`config.mk`:
```
export PLATFORM = sky130hd
export DESIGN_NAME = decode_cycle
export DESIGN_NICKNAME = d
export VERILOG_FILES = /design/src/rtl/rv32i_pkg.sv /design/src/rtl/register_file.sv /design/src/rtl/decode_cycle.sv
export SDC_FILE = /design/constraint.sdc
export NUM_CORES = 2
export LEC_CHECK = 0
export ABC_CLOCK_PERIOD_IN_PS = 4500
export CAP_MARGIN = 20
export CORE_UTILIZATION = 50
export CTS_CLUSTER_DIAMETER = 40
export DETAILED_ROUTE_END_ITERATION = 10
export GPL_TIMING_DRIVEN = 1
export PLACE_DENSITY = 0.71
export SYNTH_ARGS = -nofsm -noshare
export SYNTH_HDL_FRONTEND = slang
export SYNTH_SLANG_ARGS = --single-unit
```
`constraint.sdc`:
```
create_clock -name clk -period 4.5 [get_ports clk]
set_input_delay 0.9 -clock clk [delete_from_list [all_inputs] [get_ports clk]]
set_output_delay 0.9 -clock clk [all_outputs]
set_load 0.05 [all_outputs]
```
`src/rtl/rv32i_pkg.sv`:
```
`default_nettype none
// ---------------------------------------------------------------------------
// | Module      : rv32i_pkg                                                  |
// | Description : Shared RV32I decode constants, encodings and the ID/EX      |
// |               pipeline register layout.                                  |
// | Revision    : 1.0 - initial release                                      |
// ---------------------------------------------------------------------------
package rv32i_pkg;

  localparam int XLEN      = 32;
  localparam int REG_COUNT = 32;
  localparam int REG_AW    = 5;

  localparam logic [6:0] c_op_load   = 7'b0000011;
  localparam logic [6:0] c_op_store  = 7'b0100011;
  localparam logic [6:0] c_op_rtype  = 7'b0110011;
  localparam logic [6:0] c_op_itype  = 7'b0010011;
  localparam logic [6:0] c_op_branch = 7'b1100011;
  localparam logic [6:0] c_op_jal    = 7'b1101111;
  localparam logic [6:0] c_op_lui    = 7'b0110111;

  typedef enum logic [2:0] {
    ALU_ADD = 3'b000,
    ALU_SUB = 3'b001,
    ALU_AND = 3'b010,
    ALU_OR  = 3'b011,
    ALU_XOR = 3'b100,
    ALU_SLT = 3'b101,
    ALU_SLL = 3'b110,
    ALU_SRL = 3'b111
  } alu_ctrl_e;

  typedef enum logic [1:0] {
    RES_ALU = 2'b00,
    RES_MEM = 2'b01,
    RES_PC4 = 2'b10,
    RES_IMM = 2'b11
  } result_src_e;

  typedef enum logic [2:0] {
    IMM_I = 3'b000,
    IMM_S = 3'b001,
    IMM_B = 3'b010,
    IMM_J = 3'b011,
    IMM_U = 3'b100
  } imm_src_e;

  typedef struct packed {
    logic              reg_write;
    logic              mem_write;
    logic              jump;
    logic              branch;
    logic              alu_src;
    result_src_e       result_src;
    alu_ctrl_e         alu_ctrl;
    logic [2:0]        funct3;
    logic              illegal;
    logic [XLEN-1:0]   rd1;
    logic [XLEN-1:0]   rd2;
    logic [XLEN-1:0]   imm;
    logic [XLEN-1:0]   pc;
    logic [XLEN-1:0]   pc4;
    logic [REG_AW-1:0] rd;
    logic [REG_AW-1:0] rs1;
    logic [REG_AW-1:0] rs2;
  } idex_t;

  // ALU operation for R/I arithmetic. sltu shares the slt encoding and sra
  // shares srl, since the ALU offers no separate unsigned/arithmetic ops.
  function automatic alu_ctrl_e alu_from_funct3(input logic [2:0] f3, input logic sub);
    case (f3)
      3'b000:         return sub ? ALU_SUB : ALU_ADD;
      3'b001:         return ALU_SLL;
      3'b010, 3'b011: return ALU_SLT;
      3'b100:         return ALU_XOR;
      3'b101:         return ALU_SRL;
      3'b110:         return ALU_OR;
      default:        return ALU_AND;
    endcase
  endfunction

endpackage
`default_nettype wire

```
`src/rtl/register_file.sv`:
```
`default_nettype none
// ---------------------------------------------------------------------------
// | Module      : register_file                                              |
// | Description : 2-read / 1-write architectural register file; x0 is        |
// |               hard-wired to zero. Optional write-through bypass on the   |
// |               read ports when WB_BYPASS_EN is defined.                   |
// | Revision    : 1.0 - initial release                                      |
// ---------------------------------------------------------------------------
module register_file #(
  parameter int DATA_W   = 32,
  parameter int ADDR_W   = 5,
  parameter int NUM_REGS = 32
) (
  input  logic              clk,
  input  logic              rst,
  input  logic [ADDR_W-1:0] i_ra1,
  input  logic [ADDR_W-1:0] i_ra2,
  output logic [DATA_W-1:0] o_rd1,
  output logic [DATA_W-1:0] o_rd2,
  input  logic              i_we,
  input  logic [ADDR_W-1:0] i_wa,
  input  logic [DATA_W-1:0] i_wd
);

  logic [DATA_W-1:0] r_regs [NUM_REGS];
  logic              w_hit1;
  logic              w_hit2;

  // Storage: clear on reset, otherwise single write port that ignores x0.
  always_ff @(posedge clk) begin
    if (!rst) begin
      for (int i = 0; i < NUM_REGS; i++) begin
        r_regs[i] <= '0;
      end
    end else if (i_we && (i_wa != '0)) begin
      r_regs[i_wa] <= i_wd;
    end
  end

`ifdef WB_BYPASS_EN
  // Same-cycle writeback is forwarded straight to a matching read port.
  assign w_hit1 = i_we && (i_ra1 == i_wa);
  assign w_hit2 = i_we && (i_ra2 == i_wa);
`else
  // Collision returns the stored (old) value; the hazard unit handles it.
  assign w_hit1 = 1'b0;
  assign w_hit2 = 1'b0;
`endif

  // x0 check comes first so a bypass hit on index 0 can never leak data.
  assign o_rd1 = (i_ra1 == '0) ? '0 : (w_hit1 ? i_wd : r_regs[i_ra1]);
  assign o_rd2 = (i_ra2 == '0) ? '0 : (w_hit2 ? i_wd : r_regs[i_ra2]);

endmodule
`default_nettype wire

```
`src/rtl/decode_cycle.sv`:
```
`default_nettype none
// ---------------------------------------------------------------------------
// | Module      : decode_cycle                                               |
// | Description : RV32I decode stage: register file, control decoder,       |
// |               immediate generator and ID/EX pipeline register.          |
// |               Define WB_BYPASS_EN for writeback-to-read forwarding.     |
// | Revision    : 1.0 - initial release                                      |
// ---------------------------------------------------------------------------
module decode_cycle
  import rv32i_pkg::*;
(
  input  logic              clk,
  input  logic              rst,
  input  logic [XLEN-1:0]   InstrD,
  input  logic [XLEN-1:0]   PCD,
  input  logic [XLEN-1:0]   PCPlus4D,
  input  logic              RegWriteW,
  input  logic [REG_AW-1:0] RdW,
  input  logic [XLEN-1:0]   ResultW,
  input  logic              FlushE,
  output logic [REG_AW-1:0] Rs1D,
  output logic [REG_AW-1:0] Rs2D,
  output logic              RegWriteE,
  output logic              MemWriteE,
  output logic              JumpE,
  output logic              BranchE,
  output logic              ALUSrcE,
  output logic [1:0]        ResultSrcE,
  output logic [2:0]        ALUControlE,
  output logic [2:0]        Funct3E,
  output logic [XLEN-1:0]   RD1E,
  output logic [XLEN-1:0]   RD2E,
  output logic [XLEN-1:0]   ImmExtE,
  output logic [XLEN-1:0]   PCE,
  output logic [XLEN-1:0]   PCPlus4E,
  output logic [REG_AW-1:0] RdE,
  output logic [REG_AW-1:0] Rs1E,
  output logic [REG_AW-1:0] Rs2E,
  output logic              IllegalE
);

  logic [6:0]      w_opcode;
  logic [XLEN-1:0] w_rd1;
  logic [XLEN-1:0] w_rd2;
  logic [XLEN-1:0] w_imm;
  imm_src_e        w_imm_src;
  idex_t           w_idex;
  idex_t           r_idex;

  assign w_opcode = InstrD[6:0];
  assign Rs1D     = InstrD[19:15];
  assign Rs2D     = InstrD[24:20];

  register_file #(
    .DATA_W   (XLEN),
    .ADDR_W   (REG_AW),
    .NUM_REGS (REG_COUNT)
  ) u_regfile (
    .clk   (clk),
    .rst   (rst),
    .i_ra1 (Rs1D),
    .i_ra2 (Rs2D),
    .o_rd1 (w_rd1),
    .o_rd2 (w_rd2),
    .i_we  (RegWriteW),
    .i_wa  (RdW),
    .i_wd  (ResultW)
  );

  // Main/ALU control decode and assembly of the next ID/EX contents.
  always_comb begin
    w_idex          = '0;
    w_imm_src       = IMM_I;
    w_idex.funct3   = InstrD[14:12];
    w_idex.rd1      = w_rd1;
    w_idex.rd2      = w_rd2;
    w_idex.pc       = PCD;
    w_idex.pc4      = PCPlus4D;
    w_idex.rd       = InstrD[11:7];
    w_idex.rs1      = Rs1D;
    w_idex.rs2      = Rs2D;
    case (w_opcode)
      c_op_load: begin
        w_idex.reg_write  = 1'b1;
        w_idex.alu_src    = 1'b1;
        w_idex.result_src = RES_MEM;
      end
      c_op_store: begin
        w_idex.mem_write = 1'b1;
        w_idex.alu_src   = 1'b1;
        w_imm_src        = IMM_S;
      end
      c_op_rtype: begin
        w_idex.reg_write = 1'b1;
        w_idex.alu_ctrl  = alu_from_funct3(InstrD[14:12], InstrD[30]);
      end
      c_op_itype: begin
        w_idex.reg_write = 1'b1;
        w_idex.alu_src   = 1'b1;
        w_idex.alu_ctrl  = alu_from_funct3(InstrD[14:12], 1'b0);
      end
      c_op_branch: begin
        w_idex.branch   = 1'b1;
        w_idex.alu_ctrl = ALU_SUB;
        w_imm_src       = IMM_B;
      end
      c_op_jal: begin
        w_idex.jump       = 1'b1;
        w_idex.reg_write  = 1'b1;
        w_idex.result_src = RES_PC4;
        w_imm_src         = IMM_J;
      end
      c_op_lui: begin
        w_idex.reg_write  = 1'b1;
        w_idex.alu_src    = 1'b1;
        w_idex.result_src = RES_IMM;
        w_imm_src         = IMM_U;
      end
      default: begin
        w_idex.illegal = 1'b1;
      end
    endcase
    w_idex.imm = w_imm;
  end

  // Immediate generator, sign-extended from InstrD[31].
  always_comb begin
    w_imm = {{20{InstrD[31]}}, InstrD[31:20]};
    case (w_imm_src)
      IMM_S:   w_imm = {{20{InstrD[31]}}, InstrD[31:25], InstrD[11:7]};
      IMM_B:   w_imm = {{19{InstrD[31]}}, InstrD[31], InstrD[7], InstrD[30:25],
                        InstrD[11:8], 1'b0};
      IMM_J:   w_imm = {{11{InstrD[31]}}, InstrD[31], InstrD[19:12], InstrD[20],
                        InstrD[30:21], 1'b0};
      IMM_U:   w_imm = {InstrD[31:12], 12'b0};
      default: w_imm = {{20{InstrD[31]}}, InstrD[31:20]};
    endcase
  end

  // ID/EX register: loads every cycle; reset or flush inserts a zero bubble.
  always_ff @(posedge clk) begin
    if (!rst || FlushE) begin
      r_idex <= '0;
    end else begin
      r_idex <= w_idex;
    end
  end

  assign RegWriteE   = r_idex.reg_write;
  assign MemWriteE   = r_idex.mem_write;
  assign JumpE       = r_idex.jump;
  assign BranchE     = r_idex.branch;
  assign ALUSrcE     = r_idex.alu_src;
  assign ResultSrcE  = r_idex.result_src;
  assign ALUControlE = r_idex.alu_ctrl;
  assign Funct3E     = r_idex.funct3;
  assign IllegalE    = r_idex.illegal;
  assign RD1E        = r_idex.rd1;
  assign RD2E        = r_idex.rd2;
  assign ImmExtE     = r_idex.imm;
  assign PCE         = r_idex.pc;
  assign PCPlus4E    = r_idex.pc4;
  assign RdE         = r_idex.rd;
  assign Rs1E        = r_idex.rs1;
  assign Rs2E        = r_idex.rs2;

endmodule
`default_nettype wire

```
Word level (Yosys, flattened, before mapping). Memories as Yosys holds them, arrays and structs flattened. A register that Yosys moved wholly into a read port is not among the register bits. Index checks and enable logic that the tools add are counted. W data, S select, Z words.

Bits in writable memories: 1024. Latch bits: 0. ROM bits: 0. Register bits after elaboration: 125. Memories: 1.

Memories: u_regfile.r_regs (words 32, bits a word 32, read ports 2, clocked after memory_dff 2, wr ports 32, line register_file.sv:25) `logic [DATA_W-1:0] r_regs [NUM_REGS];`.

Equal/unequal tests: 17. Reductions and logical operators: 14. $lt $le $gt $ge: 0. Div/mod/pow operators: 0. Bitwise logic cells: 0. Muxes and demuxes: 20. Shift operators: 0. $mul: 0. Add/sub/neg operators: 0.

Operators by type and width (count): $pmux W31 S4 (1); $pmux W3 S6 (2); $mux W32 (1); $reduce_or A32 Y1 (1); $eq A7 B6 Y1 const B (3); $eq A7 B7 Y1 const B (2); $eq A3 B2 Y1 const B (4); $eq A3 B3 Y1 const B (4); $mux W1 (12); $pmux W3 S4 (1); $logic_not A5 Y1 (2); $pmux W3 S3 (1); $eq A7 B2 Y1 const B (1); $eq A7 B5 Y1 const B (1); $reduce_or A7 Y1 (1); $eq A3 B1 Y1 const B (2); $pmux W2 S3 (1); $reduce_or A2 Y1 (3); $mux W5 (1); $reduce_bool A5 Y1 (1); $reduce_or A5 Y1 (1); $reduce_or A4 Y1 (1); $logic_not A3 Y1 (1); $logic_and A1 B1 Y1 (1); other kinds (2) (2).

Depth between registers and ports, before layout.
Depth after elaboration: 7. Depth in mapped cells: 9.

By module. From an unflattened synthesis, not the netlist that was laid out.

Cell total of the unflattened synthesis: 3976. Area total of the unflattened synthesis: 59774.8 um2.

By module, submodules not included: register_file (sequential area each 30749.5 um2, instances 1, area each 54215.7 um2, cells an instance 3507); decode_cycle (sequential area each 3783.6 um2, instances 1, area each 5559.1 um2, cells an instance 469).

Least setup slack after synthesis. OpenSTA, ideal clock, no wires.

Path kind: input-to-reg. Start point: input port rst. End point: memory u_regfile.r_regs[24][0] (enable). Arrival time: 3.970 ns. Stages: 5. Path slack: 0.064 ns. Path through: buf_2 > nand2_1 > or3_1 > buf_2 > o21ai_0.

RTL lines: start: declaration (line decode_cycle.sv:13) `input logic rst,`; end: declaration (line register_file.sv:25).

Worst setup path in the final report.
Start point: input port InstrD[19]. End point: output port Rs1D[4].

RTL lines: start: declaration (line decode_cycle.sv:14) `input logic [XLEN-1:0] InstrD,`; end: declaration (line decode_cycle.sv:21) `output logic [REG_AW-1:0] Rs1D,`.

No word-level cell between the ends.

==> flow_summary.toml <==
[status]
outcome = "finished, final reports clean"

[clock_network]
numCtsBuffers = 162
postCtsSetupBuffers = 0
cts.path.max_buffers = 3
hold_buffers = 0
h-tree-depth = 4
clock-root-buffer = "clkbuf_16"
cts.clk_slew.worst_paths_ns = 0.05
clk_latency_ns = 0.78
cts_resized = 0
cts_sinks = 1213
cts_tree = "built"

[global_routing]
track_usage_pct = 33.57
met1_usage_pct = 43.17
grtUsageMet3_pct = 8.261
grt-busiest-layer = "met2"
grt_pass1_vias = 40494
grt_antenna_before_repair = 14
grt_pass1_wl_um = 288300
use_met2_pct = 52.55
grt_max_degree = 105
overflow = 0

[sta]
hold_viol = 0
fin_tns_setup_ns = 0
period_needed_ns = 3.558
finalCritPeriodShare_pct = 79.06
slew_headroom_pct = 24.89
fmax_mhz = 281.1
timing.final.setup_violations = 0
fin_skew_ns = 0.02141
tightestPinTransition_ns = 1.123
drv_slew = 0
rsz0062_at_grt = "false"

[power]
powerDensity_nw_per_um2 = 420.8
swShare_pct = 24.74
clockPowerShare_pct = 45.9
vdd.ir_drop.worst_mv = 0.4075
p_leak_uw = 0.02616
combPwrFrac_pct = 10.4
switchingPower_uw = 7445
p_int_uw = 22650
seqPwrFrac_pct = 43.7

[setup_path]
slowest_delay_ns = 0.92
crit_start = "InstrD[19]"
crit_top_cell = "clkdlybuf4s50_1"
path_class = "in -> out"
crit_buf_inv = 2
crit_required_ns = 3.60
regToRegSetupSlack_ns = 2.49
path_cells = "clkdlybuf4s50_1, clkdlybuf4s50_1"
path_delay_family = "buffers and inverters"
r2r-end = "RD1E[30]"
slowest_stage = "clkdlybuf4s50_1"
cp-start-kind = "primary input"
reg2reg_depth = 4
arrival_ns = 2.66
end_kind = "primary output"
cp_max_fo = 8
timing.rr.start = "u_regfile.r_regs[15][30]"

[finish]
final_common_cell = "and2_1"
nFillCells = 8833
synthToLayoutAreaGrowth_pct = 19.87
finalNetCount = 4774
fin_cells = 6317
final_cell_mix = "1080 x and2_1, 1024 x edfxtp_1, 515 x mux2i_1, 329 x clkdlybuf4s50_1, 290 x a22oi_1"
drive_gt1_share_pct = 17.09

[synth]
synthCells = 4362
yosys_warnings = 0
synth_cell_type_count = 48
ys_async_sr_fraction_pct = 0
synth-seq-cells = 1213
synthFlopType = "edfxtp_1"
syn_avg_cell_area_sq_um = 13.68
synth_edf_count = 1024
ys_seq_area_share_pct = 57.87
syn_area_sq_um = 59670

[die]
dieArea_sq_um = 120700
coreArea_sq_um = 118200
initial_utilization_pct = 50.47
rows = 126
die_w_um = 347.5
pin_count = 336
die_h_um = 347.5

[route]
drtIter0Drc = 5712
drtAntennaViolNets = 0
vias_per_cell = 6.534
wl_um = 205300
via_count = 41277
routedWlPerCell_um = 32.50
first_pass_iters = 6
drcViolationCount = 0

[job]
cap_violations = 0

[placed_design]
port_buffers = 335
dp_cells = 6003
gp_congestion = 0.8870
hpwlAfterDp_um = 126700

[min_path]
hold_end = "ImmExtE[21]"
hold_path_class = "in -> reg"
holdPathStages = 3
hp-start = "InstrD[21]"
[per-layer routing]
metal,routed length [um],vias up
li1,-,16898
met1,74480,20567
met2,93830,3124
met3,25170,672
met4,11710,16
met5,93,-
[how the worst max path moves through the flow]
stage | cells past startpoint | end
3_5_place_dp | 5 | u_regfile.r_regs[6][28]
3_3_place_gp | 6 | u_regfile.r_regs[6][0]
2_1_floorplan | 5 | u_regfile.r_regs[24][0]
5_1_grt | 2 | Rs1D[4]
6_report | 2 | Rs1D[4]
4_1_cts | 2 | Rs1D[4]
[power groups by stage]
| stage | logic, uW | clock network, uW | registers, uW |
|---|---|---|---|
| floorplan | 1590 | 0 | 13500 |
| global placement | 3010 | 0 | 13300 |
| detailed placement | 3040 | 0 | 13400 |
| CTS | 3050 | 13900 | 13100 |
| global route | 3210 | 14300 | 13200 |
| finish | 3120 | 13800 | 13200 |
[registers in the layout (all words and copies together) (netlist names), 5 cells and up]
signal	count
RD1E	32
u_regfile.r_regs	1024
RdE	5
Rs1E	5
PCE	32
PCPlus4E	32
Rs2E	5
ImmExtE	32
RD2E	32
[Yosys cell counts, types with 3 or more instances]
cell,number,share of area [%]
nand2b_1,36,0.38
o2111ai_1,33,0.48
nor2_1,52,0.33
and2_1,1084,11
nand3b_1,3,0.038
inv_1,7,0.044
mux2i_1,515,8.6
nor3_1,4,0.034
nand2_1,58,0.36
dfxtp_1,189,6.3
buf_6,14,0.26
buf_1,14,0.088
nand3_1,134,1.1
a22o_1,62,0.91
a21oi_1,50,0.42
a22oi_1,290,3.6
buf_4,45,0.57
and3_1,3,0.031
a21o_1,9,0.11
nand4_1,32,0.34
mux4_2,254,9.6
o21ai_0,34,0.29
nor4_1,3,0.031
buf_2,79,0.66
clkbuf_1,297,1.9
nor2b_1,9,0.094
edfxtp_1,1024,52
[per-stage QoR]
stage / power, uW / setup slack [ns] / util, % / instance area (sq um) / hold slack (ns)
floorplan: 15140 / 0.06434 / - / 59790 / 0.5926
global placement: 16350 / 0.8620 / 55.40 / 65510 / 0.6445
detailed placement: 16410 / 0.8372 / 55.43 / 65530 / 0.6584
CTS: 30060 / 0.9367 / 60.36 / 71370 / 0.5537
global route: 30760 / 0.9149 / 60.48 / 71520 / 0.6111
finish: 30100 / 0.9422 / 60.50 / 71530 / 0.5748
[area by class of cell]
cell class	count	area (sq um)	share of cell area, %
Clock inverter	108	1436	2.008
Clock buffer	194	4397	6.147
Timing Repair Buffer	529	5403	7.553
Tap cell	1536	1922	2.687
Sequential cell	1213	34530	48.28
Antenna cell	6	15.01	0.02099
Inverter	7	26.28	0.03673
Multi-Input combinational cell	2724	23800	33.27
[cells by family (layout without fill, tap and decap cells)]
family          after synthesis  after routing  synth area share [%]
simple gates               1433           1433                 14.39
flops                      1213           1213                 57.87
mux                         770            770                 18.24
compound gates              489            489                 5.995
buf+inv                     456            838                 3.493
other cells                   1             38              0.006284
No activity file was read; power rests on OpenSTA's default activity.
